File: src/rtl/multdiv_ctrl.sv
// multdiv_ctrl: issue / stall / writeback sequencer for the shared multi-cycle MUL/DIV unit.
// Build macro MULTDIV_TIMEOUT_EN adds an abort of WAIT after TIMEOUT cycles (rstatus writeback).
module multdiv_ctrl #(
   parameter int TIMEOUT      = 40,
   parameter int RSTATUS_REG  = 30,
   parameter int MUL_EXC_CODE = 4,
   parameter int DIV_EXC_CODE = 5
) (
   input  logic        clock,
   input  logic        reset,
   input  logic        insn_valid,
   input  logic [4:0]  OP,
   input  logic [4:0]  ALUOP,
   input  logic [4:0]  rd,
   input  logic [31:0] operand_a,
   input  logic [31:0] operand_b,
   input  logic        flush,
   output logic        ctrl_MULT,
   output logic        ctrl_DIV,
   output logic [31:0] md_a,
   output logic [31:0] md_b,
   input  logic        md_resultRDY,
   input  logic [31:0] md_result,
   input  logic        md_exception,
   output logic        stall,
   output logic        wb_valid,
   output logic [4:0]  wb_reg,
   output logic [31:0] wb_data,
   output logic [5:0]  last_latency
);
   localparam logic [4:0] ALU_MUL = 5'b00110;
   localparam logic [4:0] ALU_DIV = 5'b00111;

   typedef enum logic [1:0] {IDLE, ISSUE, WAIT, DONE} state_t;

   if (TIMEOUT < 2 || TIMEOUT > 63) begin : g_bad_timeout
      $error("multdiv_ctrl: TIMEOUT must lie in 2..63");
   end

   state_t      state;
   logic        op_mul;
   logic [4:0]  rd_q;
   logic [5:0]  count;
   logic        mult_q;
   logic        div_q;
   logic        wb_valid_q;
   logic        is_md;

   function automatic logic [5:0] sat_inc(input logic [5:0] v);
      return (v == 6'd63) ? v : v + 6'd1;
   endfunction

   function automatic logic [31:0] exc_code(input logic mul);
      return mul ? 32'(MUL_EXC_CODE) : 32'(DIV_EXC_CODE);
   endfunction

   assign is_md = insn_valid && (OP == 5'b00000) && (ALUOP == ALU_MUL || ALUOP == ALU_DIV);
   assign stall = (state == IDLE && is_md && !flush) || state == ISSUE || state == WAIT;

   // A squash in the same cycle must also suppress an already-registered start or writeback.
   assign ctrl_MULT = mult_q && !flush;
   assign ctrl_DIV  = div_q && !flush;
   assign wb_valid  = wb_valid_q && !flush;

   always_ff @(posedge clock) begin
      if (!reset) begin
         state        <= IDLE;
         op_mul       <= 1'b0;
         rd_q         <= 5'd0;
         count        <= 6'd0;
         mult_q       <= 1'b0;
         div_q        <= 1'b0;
         wb_valid_q   <= 1'b0;
         md_a         <= 32'd0;
         md_b         <= 32'd0;
         wb_reg       <= 5'd0;
         wb_data      <= 32'd0;
         last_latency <= 6'd0;
      end else if (flush) begin
         state      <= IDLE;
         mult_q     <= 1'b0;
         div_q      <= 1'b0;
         wb_valid_q <= 1'b0;
      end else begin
         mult_q     <= 1'b0;
         div_q      <= 1'b0;
         wb_valid_q <= 1'b0;
         case (state)
            IDLE: begin
               if (is_md) begin
                  md_a   <= operand_a;
                  md_b   <= operand_b;
                  rd_q   <= rd;
                  op_mul <= (ALUOP == ALU_MUL);
                  count  <= 6'd0;
                  mult_q <= (ALUOP == ALU_MUL);
                  div_q  <= (ALUOP == ALU_DIV);
                  state  <= ISSUE;
               end
            end
            ISSUE: state <= WAIT;
            WAIT: begin
               count <= sat_inc(count);
               if (md_resultRDY) begin
                  wb_valid_q   <= 1'b1;
                  wb_reg       <= md_exception ? 5'(RSTATUS_REG) : rd_q;
                  wb_data      <= md_exception ? exc_code(op_mul) : md_result;
                  last_latency <= sat_inc(count);
                  state        <= DONE;
               end
`ifdef MULTDIV_TIMEOUT_EN
               else if (count == 6'(TIMEOUT - 1)) begin
                  wb_valid_q   <= 1'b1;
                  wb_reg       <= 5'(RSTATUS_REG);
                  wb_data      <= exc_code(op_mul);
                  last_latency <= 6'(TIMEOUT);
                  state        <= DONE;
               end
`endif
            end
            DONE:    state <= IDLE;
            default: state <= IDLE;
         endcase
      end
   end
endmodule

File: config.mk
export PLATFORM = sky130hd
export DESIGN_NAME = multdiv_ctrl
export DESIGN_NICKNAME = d
export VERILOG_FILES = /design/src/rtl/multdiv_ctrl.sv
export SDC_FILE = /design/constraint.sdc
export NUM_CORES = 1
export LEC_CHECK = 0
export ABC_AREA = 0
export BUFFER_PORTS_ARGS = -buffer_cell sky130_fd_sc_hd__buf_2
export CAP_MARGIN = 15
export CORE_MARGIN = 1
export CORE_UTILIZATION = 40
export DETAILED_ROUTE_END_ITERATION = 10
export PLACE_DENSITY = 0.79
export RECOVER_POWER = 50
export SETUP_SLACK_MARGIN = 0.2
export SKIP_LAST_GASP = 1
export SLEW_MARGIN = 10
export SYNTH_ARGS = -nofsm -noshare
export SYNTH_HDL_FRONTEND = slang
export SYNTH_SLANG_ARGS = --single-unit
File: constraint.sdc
create_clock -name clock -period 1.76 [get_ports clock]
set_input_delay 0.176 -clock clock [delete_from_list [all_inputs] [get_ports clock]]
set_output_delay 0.176 -clock clock [all_outputs]
set_load 0.03 [all_outputs]
### After elaboration in Yosys (flattened, before gate mapping)

Index checks and enable logic that the tools add are counted.

* add/subtract/negate cells: 1
* equal/unequal tests: 8
* muxes and demuxes: 10
* bitwise operators: 5
* reduce and logical (&&, ||, !) cells: 21

Operator list (number)
* 2-to-1 mux 32 bit: 1
* 2-to-1 mux 6 bit: 2
* case mux 6 bit (2 select lines): 1
* == test 5 x 3 -> 1 bit, second input constant: 2
* AND reduction 3 bit: 3
* case mux 2 bit (4 select lines): 1
* logical AND 1 bit: 7
* adder 6 x 1 -> 6 bit, second input constant: 1
* == test 6 bit, second input constant: 1
* zero test 5 bit: 1
* 2-to-1 mux 5 bit: 1
* inverter 1 bit: 5
* == test 2 bit, second input constant: 2
* 2-to-1 mux 2 bit: 2
* inequality test 2 bit, second input constant: 2
* OR reduction 4 bit: 1
* logical OR 1 bit: 3
* OR reduction 3 bit: 1
* == test 2 x 1 -> 1 bit, second input constant: 1
* zero test 2 bit: 1
* 2-to-1 mux 1 bit: 2
* AND reduction 2 bit: 1
* nonzero test 2 bit: 1
* OR reduction 2 bit: 1
* zero test 1 bit: 1

* register bits after elaboration: 124
* input port bits: 117
* output and inout bits: 111
* logic and storage cells: 57

### Longest topological paths before layout

* depth in word-level cells: 7
* gate-level depth with buffers: 9
* mapped depth without buffers: 6

### Worst setup path after synthesis

OpenSTA, ideal clock, no wires.

* path kind: reg-to-reg
* from: register state[0]
* to: register wb_reg[0]
* library setup time: 0.117 ns
* arrival: 1.657 ns
* required time: 1.643 ns
* slack: -0.013 ns
* stages on the path, launching flop included: 10
* buffers on the path: 3
* clock period less this slack: 1.773 ns
* cells stage by stage: dfxtp_1 inv_1 ha_1 nor2b_1 buf_2 and2_1 clkbuf_1 nor2_1 buf_2 a22o_1

* longest elaborated chain between the ends: 2

Ends and longest elaborated chain
* from (decl): RTL line 40 `state_t state;`
* from (signal assigned): RTL line 67 `state <= IDLE;`
* from (signal assigned): RTL line 80 `state <= IDLE;`
* from (signal assigned): RTL line 98 `state <= ISSUE;`
* == test 2 bit: RTL line 88 `case (state)`
* AND reduction 3 bit (no source line)
* to (signal assigned): RTL line 106 `wb_reg <= md_exception ? 5'(RSTATUS_REG) : rd_q;`
* to (decl): RTL line 27 `output logic [4:0] wb_reg,`

No other way between the ends.
A chain may end at the register's enable or synchronous reset.

### Final worst setup path

* from: register state[0]
* to: output stall

* longest elaborated chain between the ends: 5
* elaborated cells on any way between the ends: 7
* classes of those cells: eq/ne: 2; reduce/logical: 5

Ends and longest elaborated chain
* zero test 2 bit: RTL line 58 `assign stall = (state == IDLE && is_md && !flush) || state == ISSUE || state == WAIT;`
* logical AND 1 bit (2 in a row): RTL line 58
* logical OR 1 bit: RTL line 58
* logical OR 1 bit (*): RTL line 58
* to (decl): RTL line 25 `output logic stall,`

Mark *: on every way between the ends. The rest lies on a longest branch, timed or not.

==> impl_metrics.json <==
{
  "status": "complete, but fails checks",
  "violations": "setup timing",
  "via_count": 4571,
  "drive_gt1_frac": 0.3198,
  "worstReg2RegEnd": "md_a[20]",
  "die-area_sq_mm": 0.01092,
  "async_flop_share": 0,
  "fp.dieW_um": 104.5,
  "m1WireLength_mm": 5.699,
  "rsz0062_at_grt": "true",
  "cts_num_sinks": 124,
  "cts_htree_levels": 4,
  "r2r_start": "state[0]",
  "mostFrequentLayoutCells": "145 x buf_2, 120 x dfxtp_1, 102 x dlygate4sd3_1, 100 x a22o_1, 82 x clkbuf_1",
  "drt_iter0_drc": 247,
  "yosysUniqueCellTypes": 35,
  "period_needed_ps": 1815,
  "diodes": 0,
  "yosys-top-cells-area": "dfxtp_1 59%, a22o_1 21%, buf_2 2.6%",
  "start_kind": "register",
  "final_common_cell": "buf_2",
  "max-clock-path-buffers": 2,
  "fin_hold_ws_ps": 29.70,
  "power_leakage_nw": 3.259,
  "drtPass1Iterations": 5,
  "cp_common_cell": "buf_6",
  "top_layer": "met4",
  "crit_chain": "inv_2, buf_6, ha_4, nand4_4, buf_6, o21ai_4, buf_6",
  "critPathKind": "register to primary output",
  "wl_met2_mm": 7.664,
  "avgSynthCellArea_sq_um": 11.27,
  "yosysSeqAreaShare": 0.5907,
  "startpoint": "state[0]",
  "worst_pin_slew_ps": 585.3,
  "wl_met3_mm": 1.177,
  "ys.flop_type": "dfxtp_1",
  "wire_per_inst_um": 17.04,
  "ctsRootBufferMaster": "clkbuf_8",
  "synth_edf_count": 0,
  "gp_congestion": 0.7660,
  "area_growth_pct": 78.77,
  "yosysWarnings": 0,
  "crit_required_ps": 1580,
  "sequential_cell_area_sq_mm": 0.002487,
  "synth_seq_cells": 124,
  "fp.dieH_um": 104.5,
  "synthCells": 373,
  "ant_nets": 0,
  "finalNetCount": 850,
  "dp_cells": 721,
  "slew_viol_final": 0,
  "cts_tree": "built",
  "worst_slack_ps": -54.79,
  "io_pins": 228,
  "synth.top_cell.area_share": 0.5907,
  "antenna_found_initial": 0,
  "multi_input_area_sq_mm": 0.001667,
  "crit_path_end": "stall",
  "core_area_sq_mm": 0.01028,
  "rr_worst_depth": 9,
  "final_min_period_over_clock_period": 1.031,
  "hold_class": "primary input to register",
  "fin_skew_ps": 13.93,
  "endpoint_kind": "primary output",
  "grtUsageTotal": 0.2746,
  "syn-num-nets": 495,
  "overflow": 0,
  "port_buffers": 227,
  "post-dp-hpwl_mm": 7.709,
  "peakVddDrop_mv": 0.5839,
  "grt_pass1_wl_mm": 23.37,
  "max_freq_ghz": 0.5510,
  "cts_buffers": 17,
  "largestRegisters": "md_a x32, md_b x32, wb_data x32",
  "cp_max_fo": 2,
  "fill_cells": 747,
  "clock_latency_ps": 510,
  "synth.largest_area_cell": "dfxtp_1",
  "pre_cts_ws_ps": -402.0,
  "grt_pass1_vias": 4685,
  "fin_cells": 877,
  "drc": 0,
  "slew_headroom": 0.6098,
  "rrSetupSlack_ps": -50,
  "cp_data_arrival_time_ps": 1640,
  "cpPeakStageDelay_ps": 320,
  "p_per_area_mw_per_mm2": 873.1,
  "rows": 37,
  "initial_core_util": 0.4089,
  "hold_violations": 0,
  "slowest_stage": "dfxtp_2",
  "path_clk_slew_ps": 60,
  "maxCapViolCount": 0,
  "setup_viol": 35,
  "syn-cell-area_sq_mm": 0.004203,
  "vias_per_cell": 5.212,
  "routed_wl_mm": 14.95,
  "grt_max_degree": 48
}
==> per-layer routing <==
layer / GRT usage / up-vias
met4: 0.1265 / 0
met1: 0.2998 / 2159
met2: 0.4816 / 247
met5: 0 / -
li1: - / 2124
met3: 0.08772 / 41
==> critical path, delay by kind of cell, from the launching register on <==
kind                     cells  cell delay [ps]
AO/OA/AOI/OAI                1              120
adder cells (fa/ha/maj)      1              130
buffers and inverters        4              470
flip-flops                   1              320
AND/OR/NAND/NOR              1               90
==> cell type report <==
cell class	count	area share
clock buffer	18	0.05695
clock inverter	14	0.01765
inverter	6	0.002998
multi-input combinational	214	0.2218
sequential	124	0.3311
tap	136	0.02265
timing repair buffer	365	0.3469
==> Yosys cell counts, types with 2 or more instances <==
| cell | instances |
|---|---|
| inv_1 | 6 |
| clkbuf_1 | 7 |
| nor2b_1 | 5 |
| ha_1 | 5 |
| dfxtp_1 | 124 |
| a21o_1 | 2 |
| o21ai_0 | 8 |
| a22o_1 | 100 |
| a21oi_1 | 10 |
| o221ai_1 | 2 |
| nor2_1 | 17 |
| o211ai_1 | 2 |
| nand3_1 | 8 |
| nand2b_1 | 2 |
| or3_1 | 3 |
| nor3_1 | 16 |
| buf_2 | 22 |
| and2_1 | 3 |
| nand4_1 | 2 |
| a211oi_1 | 3 |
| nand2_1 | 12 |
==> worst min-delay path by stage <==
stage                             from  cells past startpoint  slack [ps]         end
after floorplan               ALUOP[0]                      1         270      mult_q
after global routing      md_result[0]                      3          40  wb_data[0]
after global placement    operand_a[2]                      2         380     md_a[2]
after CTS                 md_result[0]                      3          10  wb_data[0]
after detailed placement         rd[0]                      2         390     rd_q[0]
final                     md_result[0]                      3          30  wb_data[0]
==> through the flow <==
step	total power (W)	area [sq um]	TNS (ps)	utilization
global placement	0.003075	5549	-8185	0.5399
floorplan	0.002932	4244	0	-
CTS	0.006549	7512	-722.0	0.7309
detailed placement	0.003081	5549	-11670	0.5399
finish	0.006560	7513	-711.5	0.7311
global route	0.006789	7513	-4462	0.7311
==> logic make-up after synthesis <==
family / share of synthesized area
compound gates: 0.2602
fa+ha+maj: 0.01489
mux: 0.002382
flops: 0.5907
buf+inv: 0.03960
simple gates: 0.09229
==> report_power, final <==
part / leakage, nW / switching, W / total [W] / internal (W)
Combinational: 1.98 / 0.000169 / 0.000466 / 0.000296
Sequential: 1.00 / 0.000000373 / 0.00281 / 0.00281
Clock: 0.275 / 0.00135 / 0.00329 / 0.00194
==> what timing repair did <==
action,4_1_cts,5_1_grt
resized for setup,28,11
cloned,7,1
setup buffers,9,5
pin swaps,6,16
setup endpoints to repair,103,122
endpoints found under the hold margin,104,0
hold buffers,102,0
No activity file was read; power rests on OpenSTA's default activity.
